`src/rtl/secuencia_generador.sv`:
```
// Serial pattern transmitter: shifts a captured pattern MSB-first onto w with
// per-bit hold time, a repeat count and an idle gap between repeats.
module secuencia_generador #(
  parameter int   WIDTH         = 8,
  parameter int   LEN_W         = 4,
  parameter int   REP_W         = 4,
  parameter int   TICKS_PER_BIT = 1,
  parameter int   GAP_TICKS     = 2,
  parameter logic IDLE_LEVEL    = 1'b0
) (
  input  logic             clk,
  input  logic             reset,
  input  logic             start,
  input  logic             abort,
  input  logic [WIDTH-1:0] pattern,
  input  logic [LEN_W-1:0] len,
  input  logic [REP_W-1:0] reps,
  output logic             w,
  output logic             bit_strobe,
  output logic             busy,
  output logic             done
);

  localparam int TICK_W = (TICKS_PER_BIT > 1) ? $clog2(TICKS_PER_BIT) : 1;
  localparam int GAP_W  = (GAP_TICKS > 1) ? $clog2(GAP_TICKS) : 1;
  localparam logic [TICK_W-1:0] TICK_LAST = TICK_W'(TICKS_PER_BIT - 1);
  localparam logic [GAP_W-1:0]  GAP_LAST  = GAP_W'((GAP_TICKS > 0) ? GAP_TICKS - 1 : 0);

  typedef enum logic [1:0] {
    IDLE = 2'd0,
    SEND = 2'd1,
    GAP  = 2'd2
  } state_t;

  state_t             state_q, state_d;
  logic [WIDTH-1:0]   pat_q, pat_d;
  logic [WIDTH-1:0]   shreg_q, shreg_d;
  logic [LEN_W-1:0]   len_q, len_d;
  logic [LEN_W-1:0]   bit_q, bit_d;
  logic [TICK_W-1:0]  tick_q, tick_d;
  logic [REP_W-1:0]   rep_q, rep_d;
  logic [GAP_W-1:0]   gap_q, gap_d;
  logic               w_q, w_d;
  logic               strobe_q, strobe_d;
  logic               busy_q, busy_d;
  logic               done_q, done_d;
  logic [LEN_W-1:0]   len_clamp_s;
  logic [REP_W-1:0]   rep_init_s;

  // Clamp requested length to the register width and promote reps=0 to one pass
  always_comb begin
    if (len > LEN_W'(WIDTH)) begin
      len_clamp_s = LEN_W'(WIDTH);
    end else begin
      len_clamp_s = len;
    end
    if (reps == REP_W'(0)) begin
      rep_init_s = REP_W'(1);
    end else begin
      rep_init_s = reps;
    end
  end

  // Next-state and registered-output computation
  always_comb begin
    state_d  = state_q;
    pat_d    = pat_q;
    shreg_d  = shreg_q;
    len_d    = len_q;
    bit_d    = bit_q;
    tick_d   = tick_q;
    rep_d    = rep_q;
    gap_d    = gap_q;
    w_d      = w_q;
    strobe_d = 1'b0;
    busy_d   = busy_q;
    done_d   = 1'b0;
    case (state_q)
      IDLE: begin
        if (start) begin
          pat_d = pattern;
          len_d = len_clamp_s;
          rep_d = rep_init_s;
          if (len_clamp_s == LEN_W'(0)) begin
            done_d = 1'b1;
          end else begin
            state_d  = SEND;
            w_d      = pattern[WIDTH-1];
            shreg_d  = pattern << 1;
            bit_d    = LEN_W'(0);
            tick_d   = TICK_W'(0);
            busy_d   = 1'b1;
            strobe_d = 1'b1;
          end
        end else begin
          w_d    = IDLE_LEVEL;
          busy_d = 1'b0;
        end
      end
      SEND: begin
        if (abort) begin
          state_d = IDLE;
          w_d     = IDLE_LEVEL;
          busy_d  = 1'b0;
        end else if (tick_q == TICK_LAST) begin
          if (bit_q == len_q - LEN_W'(1)) begin
            if (rep_q > REP_W'(1)) begin
              rep_d = rep_q - REP_W'(1);
              if (GAP_TICKS > 0) begin
                state_d = GAP;
                gap_d   = GAP_W'(0);
                w_d     = IDLE_LEVEL;
              end else begin
                w_d      = pat_q[WIDTH-1];
                shreg_d  = pat_q << 1;
                bit_d    = LEN_W'(0);
                tick_d   = TICK_W'(0);
                strobe_d = 1'b1;
              end
            end else begin
              state_d = IDLE;
              w_d     = IDLE_LEVEL;
              busy_d  = 1'b0;
              done_d  = 1'b1;
            end
          end else begin
            w_d      = shreg_q[WIDTH-1];
            shreg_d  = shreg_q << 1;
            bit_d    = bit_q + LEN_W'(1);
            tick_d   = TICK_W'(0);
            strobe_d = 1'b1;
          end
        end else begin
          tick_d = tick_q + TICK_W'(1);
        end
      end
      GAP: begin
        if (abort) begin
          state_d = IDLE;
          w_d     = IDLE_LEVEL;
          busy_d  = 1'b0;
        end else if (gap_q == GAP_LAST) begin
          state_d  = SEND;
          w_d      = pat_q[WIDTH-1];
          shreg_d  = pat_q << 1;
          bit_d    = LEN_W'(0);
          tick_d   = TICK_W'(0);
          strobe_d = 1'b1;
        end else begin
          gap_d = gap_q + GAP_W'(1);
        end
      end
      default: begin
        state_d = IDLE;
        w_d     = IDLE_LEVEL;
        busy_d  = 1'b0;
      end
    endcase
  end

  // State and output registers with synchronous reset
  always_ff @(posedge clk) begin
    if (reset) begin
      state_q  <= IDLE;
      pat_q    <= '0;
      shreg_q  <= '0;
      len_q    <= '0;
      bit_q    <= '0;
      tick_q   <= '0;
      rep_q    <= '0;
      gap_q    <= '0;
      w_q      <= IDLE_LEVEL;
      strobe_q <= 1'b0;
      busy_q   <= 1'b0;
      done_q   <= 1'b0;
    end else begin
      state_q  <= state_d;
      pat_q    <= pat_d;
      shreg_q  <= shreg_d;
      len_q    <= len_d;
      bit_q    <= bit_d;
      tick_q   <= tick_d;
      rep_q    <= rep_d;
      gap_q    <= gap_d;
      w_q      <= w_d;
      strobe_q <= strobe_d;
      busy_q   <= busy_d;
      done_q   <= done_d;
    end
  end

  assign w          = w_q;
  assign bit_strobe = strobe_q;
  assign busy       = busy_q;
  assign done       = done_q;

endmodule
```
`config.mk`:
```
export PLATFORM = sky130hd
export DESIGN_NAME = secuencia_generador
export DESIGN_NICKNAME = d
export VERILOG_FILES = /design/src/rtl/secuencia_generador.sv
export SDC_FILE = /design/constraint.sdc
export NUM_CORES = 1
export LEC_CHECK = 0
export CAP_MARGIN = 20
export CORE_ASPECT_RATIO = 0.5
export CORE_MARGIN = 2
export CORE_UTILIZATION = 43
export DETAILED_ROUTE_END_ITERATION = 6
export PLACE_DENSITY = 0.72
export SETUP_SLACK_MARGIN = 0.2
export SLEW_MARGIN = 20
export SYNTH_ARGS = -nofsm -noshare
export SYNTH_HDL_FRONTEND = slang
export SYNTH_SLANG_ARGS = --single-unit
```
`constraint.sdc`:
```
create_clock -name clk -period 4.4 [get_ports clk]
set_clock_uncertainty 0.15 [all_clocks]
set_input_delay 0.66 -clock clk [delete_from_list [all_inputs] [get_ports clk]]
set_output_delay 0.66 -clock clk [all_outputs]
set_load 0.005 [all_outputs]
```
==> results of run 1 <==
cells in the final DEF (no fill, tap or decap), drive strengths merged, types with 5 or more instances in the layout:
cell type,n
ha,8
nor2,22
dfxtp,34
nand2b,11
clkbuf,6
nor3,5
nand3,11
a22oi,7
a21oi,26
mux2i,8
clkdlybuf4s50,23
nand2,27
inv,11
layer usage:
layer / vias up / routed length [µm] / share of wire [%]
met5: - / 0 / 0
met1: 805 / 2146 / 50
li1: 858 / - / -
met3: 2 / 304 / 7.0
met2: 60 / 1842 / 43
met4: 0 / 22 / 0.51
report_power, final:
group	switching, mW	leakage, nW	internal, mW	total [mW]
Combinational	0.218	0.499	0.153	0.371
Sequential	0.0314	0.279	0.357	0.388
Clock	0.111	0.0573	0.181	0.292
Total	0.360	0.834	0.691	1.05
metrics by stage:
step | util, % | power, mW | hold slack (ns) | cell area (µm²) | setup slack [ns]
after floorplan | - | 0.6639 | 0.2866 | 1878 | 2.212
after global placement | 53.00 | 0.7550 | 0.2944 | 2143 | 1.452
after detailed placement | 53.00 | 0.7600 | 0.2990 | 2143 | 1.381
after CTS | 55.79 | 1.054 | 0.3086 | 2256 | 1.677
after global routing | 55.79 | 1.116 | 0.3347 | 2256 | 1.511
final | 55.79 | 1.052 | 0.3063 | 2256 | 1.712
worst max-delay path: cells and delay by family:
family | cells | cell delay [ns]
compound gates | 2 | 0.59
buf+inv | 1 | 0.52
simple gates | 3 | 0.97
worst paths after layout:
path	from	endpoint	slack (ns)	depth (start not counted)
worst max-delay path	start	rep_q[3]	1.71	6
worst min-delay path	pat_q[0]	pat_q[0]	0.31	2
worst max register to register	state_q[1]	bit_q[3]	1.72	7
worst min register to register	pat_q[0]	pat_q[0]	0.31	2
cell families (layout without fill, tap and decap cells):
group                    after synthesis  in the layout  synth area share, %
AO/OA/AOI/OAI                         60             60                20.99
XOR/XNOR                               5              5                3.131
adder cells (fa/ha/maj)                8              8                5.330
buffers and inverters                 23             43                4.730
flip-flops                            34             34                36.24
multiplexers                           9              9                4.864
AND/OR/NAND/NOR                       91             91                24.72
sequential cells by signal, summed over array words and instances, names as in the netlist:
register / cells
gap_q: 1
shreg_q: 7
bit_q: 4
w: 1
rep_q: 4
state_q: 2
busy: 1
len_q: 4
bit_strobe: 1
pat_q: 8
done: 1
final cells by class:
type                    count  share of cell area (%)
clock buffers               6                   3.661
clock inverters             1                   1.331
inverters                  11                   1.830
multi-input cells         173                   49.14
flip-flops and latches     34                   30.17
well taps                  54                   2.995
repair buffers             25                   10.87
==> qor.yml, run 1 <==
global_routing:
  grtUsageMet3_pct: 5.710
  grt_pass1_vias: 1634
  antenna_found_initial: 0
  met2_usage_pct: 29.89
  track_usage_pct: 18.38
  grt_pass1_wl_um: 7265
  busiest_layer: "met2"
  use_met1_pct: 22.98
  grt_max_degree: 38
  grt.overflow.total: 0
finish:
  finalNetCount: 278
  diodes: 0
  multi_input_area_um2: 1109
  finalNonFillerCells: 304
  num-fill-cells: 380
  drive_above_1_share_pct: 5.600
  syn2layout_area_growth_pct: 20.12
  ff_latch_area_um2: 680.7
cts:
  clk_latency_ns: 0.28
  cts_sinks: 34
  cts_tree: "yes"
  hold_buffers: 0
  htree_levels: 2
  cts_setup_buffers: 0
  cts_buffers: 5
  root_buffer: "clkbuf_8"
  path_clk_slew_ns: 0.07
  postCtsResizedCells: 0
  cts_buffer_depth: 2
timing:
  hold_viol_final: 0
  setup-violations-final: 0
  setup_tns_ns: 0
  worst_pin_slew_ns: 0.7858
  grt_setup_unrepaired: "false"
  relSlewSlack_pct: 47.24
  fin_crit_sh_pct: 61.10
  slew_viol_final: 0
  min_period_ns: 2.688
  max_freq_mhz: 372.0
hold_path:
  hp-class: "flip-flop to flip-flop"
routing:
  routed_wl_um: 4316
  ant_nets: 0
  dr_total_vias: 1725
  first_pass_iters: 4
  wl_per_cell_um: 14.20
  drt_iter0_markers: 108
  drc: 0
  via_per_inst: 5.674
die:
  ioPinCount: 24
  fp-row-count: 16
  core_um2: 4044
  die_w_um: 97.46
  start_util_pct: 46.44
  die_h_um: 50.73
  fp.dieArea_um2: 4944
logic_synthesis:
  yosysMostFrequentCell: "dfxtp_1"
  synthCells: 230
  ys_async_sr_fraction_pct: 0
  ys.flop_type: "dfxtp_1"
  syn_avg_cell_area_um2: 8.165
  yosysTopAreaCellShare_pct: 36.24
  synth-seq-cells: 34
  synth_common_cells: "dfxtp_1 (34), nand2_1 (27), a21oi_1 (26), nor2_1 (22)"
  synth_edf_count: 0
  syn_nets: 258
  syn_area_um2: 1878
  seq_area_frac_synth_pct: 36.24
  synth_largest_area_cell: "dfxtp_1"
  yosysUniqueCellTypes: 46
  synthTopCellsByArea: "dfxtp_1 (36%), a21oi_1 (6.9%), nand2_1 (5.4%)"
  ys_warn_count: 0
worst_setup_path:
  cp.required_ns: 4.46
  end_kind: "flip-flop"
  critical_path.max_stage_delay_ns: 0.52
  critPathSlowestCell: "clkdlybuf4s50_1"
  arrival_ns: 2.75
  crit_chain: "clkdlybuf4s50_1 -> nand2_1 -> a22oi_1 -> nand3_1 -> or4_1 -> a31oi_1"
  worst_setup_path_start_kind: "primary input"
  critical_path_class: "primary input to flip-flop"
  critPathMaxFanout: 18
run_status:
  status: "finished, final reports clean"
placement:
  place_hpwl_um: 2972
  gp_congestion: 0.8718
  dp.cells: 297
  port_buffers: 23
run:
  cap_violations: 0
pwr:
  leakagePower_nw: 0.8344
  powerDensity_nw_per_um2: 466.2
  ir_worst_vdd_v: 0.0001821
Note: power is estimated with default switching activity, not from simulation.
==> inputs of run 2 (changes only) <==
PLACE_DENSITY = 0.74   (was 0.72)
clock period = 2.19 ns   (was 4.4 ns; I/O delays follow)
==> run 2 against run 1 <==
Compared with the run above:
- die area unchanged
- flip-flop and latch count unchanged
- critical endpoint unchanged
- critical path type is now flip-flop to flip-flop
- sequential share of layout area down 3.6 points
==> qor.yml, run 2 (synthesis gave the netlist of run 1 again) <==
routing:
  via_per_inst: 5.535
  wl_per_cell_um: 14.72
  dr_total_vias: 1810
  first_pass_iters: 4
  drc: 0
  ant_nets: 0
  routed_wl_um: 4814
  drt_iter0_markers: 107
die:
  die_h_um: 50.73
  fp.dieArea_um2: 4944
  die_w_um: 97.46
  start_util_pct: 46.44
  core_um2: 4044
  ioPinCount: 24
  fp-row-count: 16
hold_path:
  hp-class: "flip-flop to flip-flop"
  hold_depth: 2
worst_setup_path:
  rr_worst_depth: 8
  worst_setup_path_start_kind: "flip-flop"
  cp.required_ns: 2.20
  arrival_ns: 2.06
  critical_path_class: "flip-flop to flip-flop"
  end_kind: "flip-flop"
  critPathMaxFanout: 5
pwr:
  leakagePower_nw: 0.9870
  ir_worst_vdd_v: 0.0004247
  seqPwrFrac_pct: 31.4
  power.switching_mw: 0.8196
  p_total_mw: 2.496
  powerDensity_nw_per_um2: 962.2
  comb_power_share_pct: 39.6
  p_int_mw: 1.676
  switching_share_pct: 32.84
  clkPwrFrac_pct: 29.0
cts:
  htree_levels: 2
  cts_tree: "yes"
  cts_sinks: 34
  clk_latency_ns: 0.29
  path_clk_slew_ns: 0.07
  cts_buffer_depth: 2
  cts_buffers: 5
  hold_buffers: 0
  root_buffer: "clkbuf_8"
global_routing:
  grt.overflow.total: 0
  grt_max_degree: 37
  grt_pass1_vias: 1682
  grt_pass1_wl_um: 7914
  track_usage_pct: 20.21
  antenna_found_initial: 0
placement:
  port_buffers: 23
  placed_cell_area_um2: 2300
  gp_congestion: 0.9343
  dp_worst_setup_slack_ns: -0.1142
  place_hpwl_um: 3267
  dp.cells: 314
finish:
  finalNonFillerCells: 327
  layout_common_cells: "dfxtp_1 (30), nand2_1 (27), a21oi_1 (24)"
  diodes: 0
  largest_reg_flops: 8
  finalNetCount: 300
  top_regs: "pat_q (8), shreg_q (7)"
  syn2layout_area_growth_pct: 38.11
  final_common_cell: "dfxtp_1"
  drive_above_1_share_pct: 20.51
  num-fill-cells: 336
  fin_area_um2: 2594
  regMostFlops: "pat_q"
timing:
  relSlewSlack_pct: 73.28
  hold_viol_final: 0
  setup_ws_ns: 0.1371
  slew_viol_final: 0
  fin_crit_sh_pct: 93.74
  grt_setup_unrepaired: "true"
  setup-violations-final: 0
  max_freq_mhz: 487.1
  worst_pin_slew_ns: 0.3956
  min_period_ns: 2.053
run:
  cap_violations: 0
run_status:
  status: "finished, final reports clean"
[run 2: final timing paths]
path                    from  slack, ns        to
setup / recovery  state_q[1]       0.14  rep_q[3]
hold / removal      pat_q[4]       0.31  pat_q[4]
setup reg to reg  state_q[1]       0.14  rep_q[3]
hold reg to reg     pat_q[4]       0.31  pat_q[4]
[run 2: layout make-up]
type | count | area [µm²] | area share [%]
inverter | 11 | 41.29 | 1.592
timing repair buffer | 47 | 442.9 | 17.08
multi-input combinational | 173 | 1211 | 46.70
sequential | 34 | 688.2 | 26.53
tap | 54 | 67.56 | 2.605
clock buffer | 6 | 82.58 | 3.184
clock inverter | 2 | 60.06 | 2.315
[run 2: worst max-delay path, cell delays in order (launching register included)]
cell and delay [ns]:
dfxtp_4 0.37, inv_2 0.05, ha_2 0.20, nand2b_1 0.15, a22oi_2 0.22, nand3_1 0.16, buf_4 0.17, o311ai_0 0.33
a31oi_1 0.12
[run 2: layer usage]
layer  part of all wire (%)  vias to the layer above  wire, µm  track usage [%]
met2                     46                       58      2212            32.30
met4                    1.2                        0        60            2.778
li1                       -                      896         -                -
met5                      0                        -         0                0
met1                     47                      848      2251            27.74
met3                    6.0                        8       289            6.267
[run 2: through the flow]
stage               hold slack, ns  util [%]  TNS [ns]
CTS                         0.3108     61.91         0
global placement            0.2940     56.87   -0.2503
finish                      0.3082     64.14         0
detailed placement          0.2993     56.87   -0.5864
global route                0.3299     64.14         0
floorplan                   0.2866         -         0
[run 2: what timing repair did]
action | in CTS | in global routing
setup buffers | 2 | 3
endpoints found under the setup margin | 21 | 20
pin swaps | 3 | 4
gates resized for setup | 7 | 13
[run 2: power groups by stage]
stage	combinational (mW)	sequential, mW	clock [mW]
after floorplan	0.591	0.779	0
final	0.989	0.784	0.723
after detailed placement	0.865	0.789	0
after CTS	0.887	0.778	0.737
after global placement	0.842	0.786	0
after global routing	1.08	0.794	0.762
==> inputs of run 3 (changes only) <==
CORE_UTILIZATION = 25   (was 43)
PLACE_DENSITY = 0.49   (was 0.74)
clock period = 2.43 ns   (was 2.19 ns; I/O delays follow)
==> run 3 against run 2 <==
Compared with the run above:
- clock-buffer cell count fell by 1
- core utilization fell by 29 points
- design area decreased by 1.2%
- maximum frequency fell by 4.6%
- global-route usage fell by 7.3 points
- wire length increased by 7.0%
- non-clock buffer count fell by 7
- clock power increased by 16%
- total power down 7.2%
- register-to-register slack better by 0.14 ns
- first-iteration DRC count rose by 20%
- via count is 2.1% lower
- critical endpoint unchanged
- highest routed layer unchanged
==> qor.yml, run 3 (synthesis gave the netlist of run 1 again) <==
run_status:
  status: "finished, final reports clean"
global_routing:
  antenna_found_initial: 0
  use_met1_pct: 15.90
  met2_usage_pct: 22.19
  grtUsageMet3_pct: 2.932
  track_usage_pct: 12.93
  busiest_layer: "met2"
  grt_pass1_wl_um: 8438
  grt_pass1_vias: 1785
  grt.overflow.total: 0
  grt_max_degree: 37
die:
  die_h_um: 65.29
  ioPinCount: 24
  fp.dieArea_um2: 8263
  die_w_um: 126.6
  start_util_pct: 25.75
  fp-row-count: 22
  core_um2: 7295
timing:
  min_period_ns: 2.152
  setup-violations-final: 0
  hold_viol_final: 0
  setup_ws_ns: 0.2776
  setup_tns_ns: 0
  slew_viol_final: 0
  timing.hold.ws_ns: 0.3053
  fin_crit_sh_pct: 88.58
  relSlewSlack_pct: 66.96
  max_freq_mhz: 464.6
  worst_pin_slew_ns: 0.4932
  grt_setup_unrepaired: "true"
routing:
  dr_total_vias: 1772
  drc: 0
  first_pass_iters: 4
  routed_wl_um: 5153
  drt_iter0_markers: 128
  wl_per_cell_um: 14.23
  via_per_inst: 4.895
  ant_nets: 0
finish:
  largest_reg_flops: 8
  syn2layout_area_growth_pct: 36.51
  final_common_cell: "dfxtp_1"
  drive_above_1_share_pct: 15.79
  diodes: 0
  multi_input_area_um2: 1156
  top_regs: "pat_q (8), shreg_q (7)"
  ff_latch_area_um2: 684.4
  finalNetCount: 293
  layout_common_cells: "dfxtp_1 (31), a21oi_1 (26), nand2_1 (26)"
  regMostFlops: "pat_q"
  num-fill-cells: 742
worst_setup_path:
  path_buf_inv: 1
  critical_path_class: "flip-flop to flip-flop"
  end_kind: "flip-flop"
  crit_chain: "xor3_1 -> nor3_4 -> buf_12 -> nand3_2 -> or4_1 -> a31oi_1"
  cpLargestDelayFamily: "simple AND/OR/NAND/NOR gates"
  worst_setup_path_start_kind: "flip-flop"
  critPathMaxFanout: 7
  cp.required_ns: 2.49
  cp.depth: 6
  rr_worst_depth: 6
  critical_path.max_stage_delay_ns: 0.50
  arrival_ns: 2.21
  critPathSlowestCell: "or4_1"
placement:
  port_buffers: 23
  dp_worst_setup_slack_ns: 0.06379
  gp_congestion: 0.8143
  place_hpwl_um: 3500
run:
  cap_violations: 0
cts:
  root_buffer: "clkbuf_16"
  cts_buffer_depth: 2
  path_clk_slew_ns: 0.06
  htree_levels: 2
  clk_latency_ns: 0.28
  cts_sinks: 34
  cts_buffers: 5
  cts_tree: "yes"
pwr:
  leakagePower_nw: 0.9600
  powerDensity_nw_per_um2: 903.2
  ir_worst_vdd_v: 0.0003658
hold_path:
  hp-class: "flip-flop to flip-flop"
  hold_depth: 2
==> run 3: per-layer routing <==
metal	wire length, µm	share of wire (%)
met5	0	0
met4	76	1.5
met3	250	4.9
met2	2372	46
met1	2453	48
==> run 3: layout make-up <==
class                   count  share of cell area [%]
clock buffers               5                   4.880
clock inverters             3                   2.684
inverters                  11                   1.611
multi-input cells         173                   45.10
flip-flops and latches     34                   26.70
well taps                  96                   4.685
repair buffers             40                   14.35
==> run 3: worst paths after layout <==
check	endpoint	startpoint	slack, ns
worst max-delay path	rep_q[3]	len_q[2]	0.28
worst min-delay path	pat_q[4]	pat_q[4]	0.31
worst max register to register	rep_q[3]	len_q[2]	0.28
worst min register to register	pat_q[4]	pat_q[4]	0.31
==> run 3: worst register-to-register path: cells and delay by family, from the launching register on <==
kind | cells | cell delay (ns)
and+or+nand+nor | 3 | 0.81
xor gates and xnor gates | 1 | 0.44
DFF | 1 | 0.34
AOI/OAI and AO/OA | 1 | 0.17
buffers and inverters | 1 | 0.15
==> run 3: power breakdown <==
group / switching, mW / leakage [nW] / internal (mW) / total [mW]
registers: 0.0604 / 0.280 / 0.648 / 0.708
clock network: 0.253 / 0.0940 / 0.589 / 0.842
logic: 0.428 / 0.586 / 0.337 / 0.765
==> run 3: stage by stage <==
stage               power (mW)  utilization (%)  area, µm²  std cells
floorplan                1.202                -       1878        230
CTS                      2.308            34.60       2524        359
finish                   2.315            35.15       2564        362
global route             2.454            35.15       2564        362
global placement         1.428            31.03       2263        348
detailed placement       1.434            31.03       2263        348
==> run 3: what timing repair did <==
item | 4_1_cts | 5_1_grt
pin swaps | 4 | 3
gates cloned | 0 | 1
buffers inserted | 3 | 2
hold buffers | 0 | 0
hold endpoints to repair | 0 | 0
resized for setup | 10 | 3
setup endpoints to repair | 6 | 18
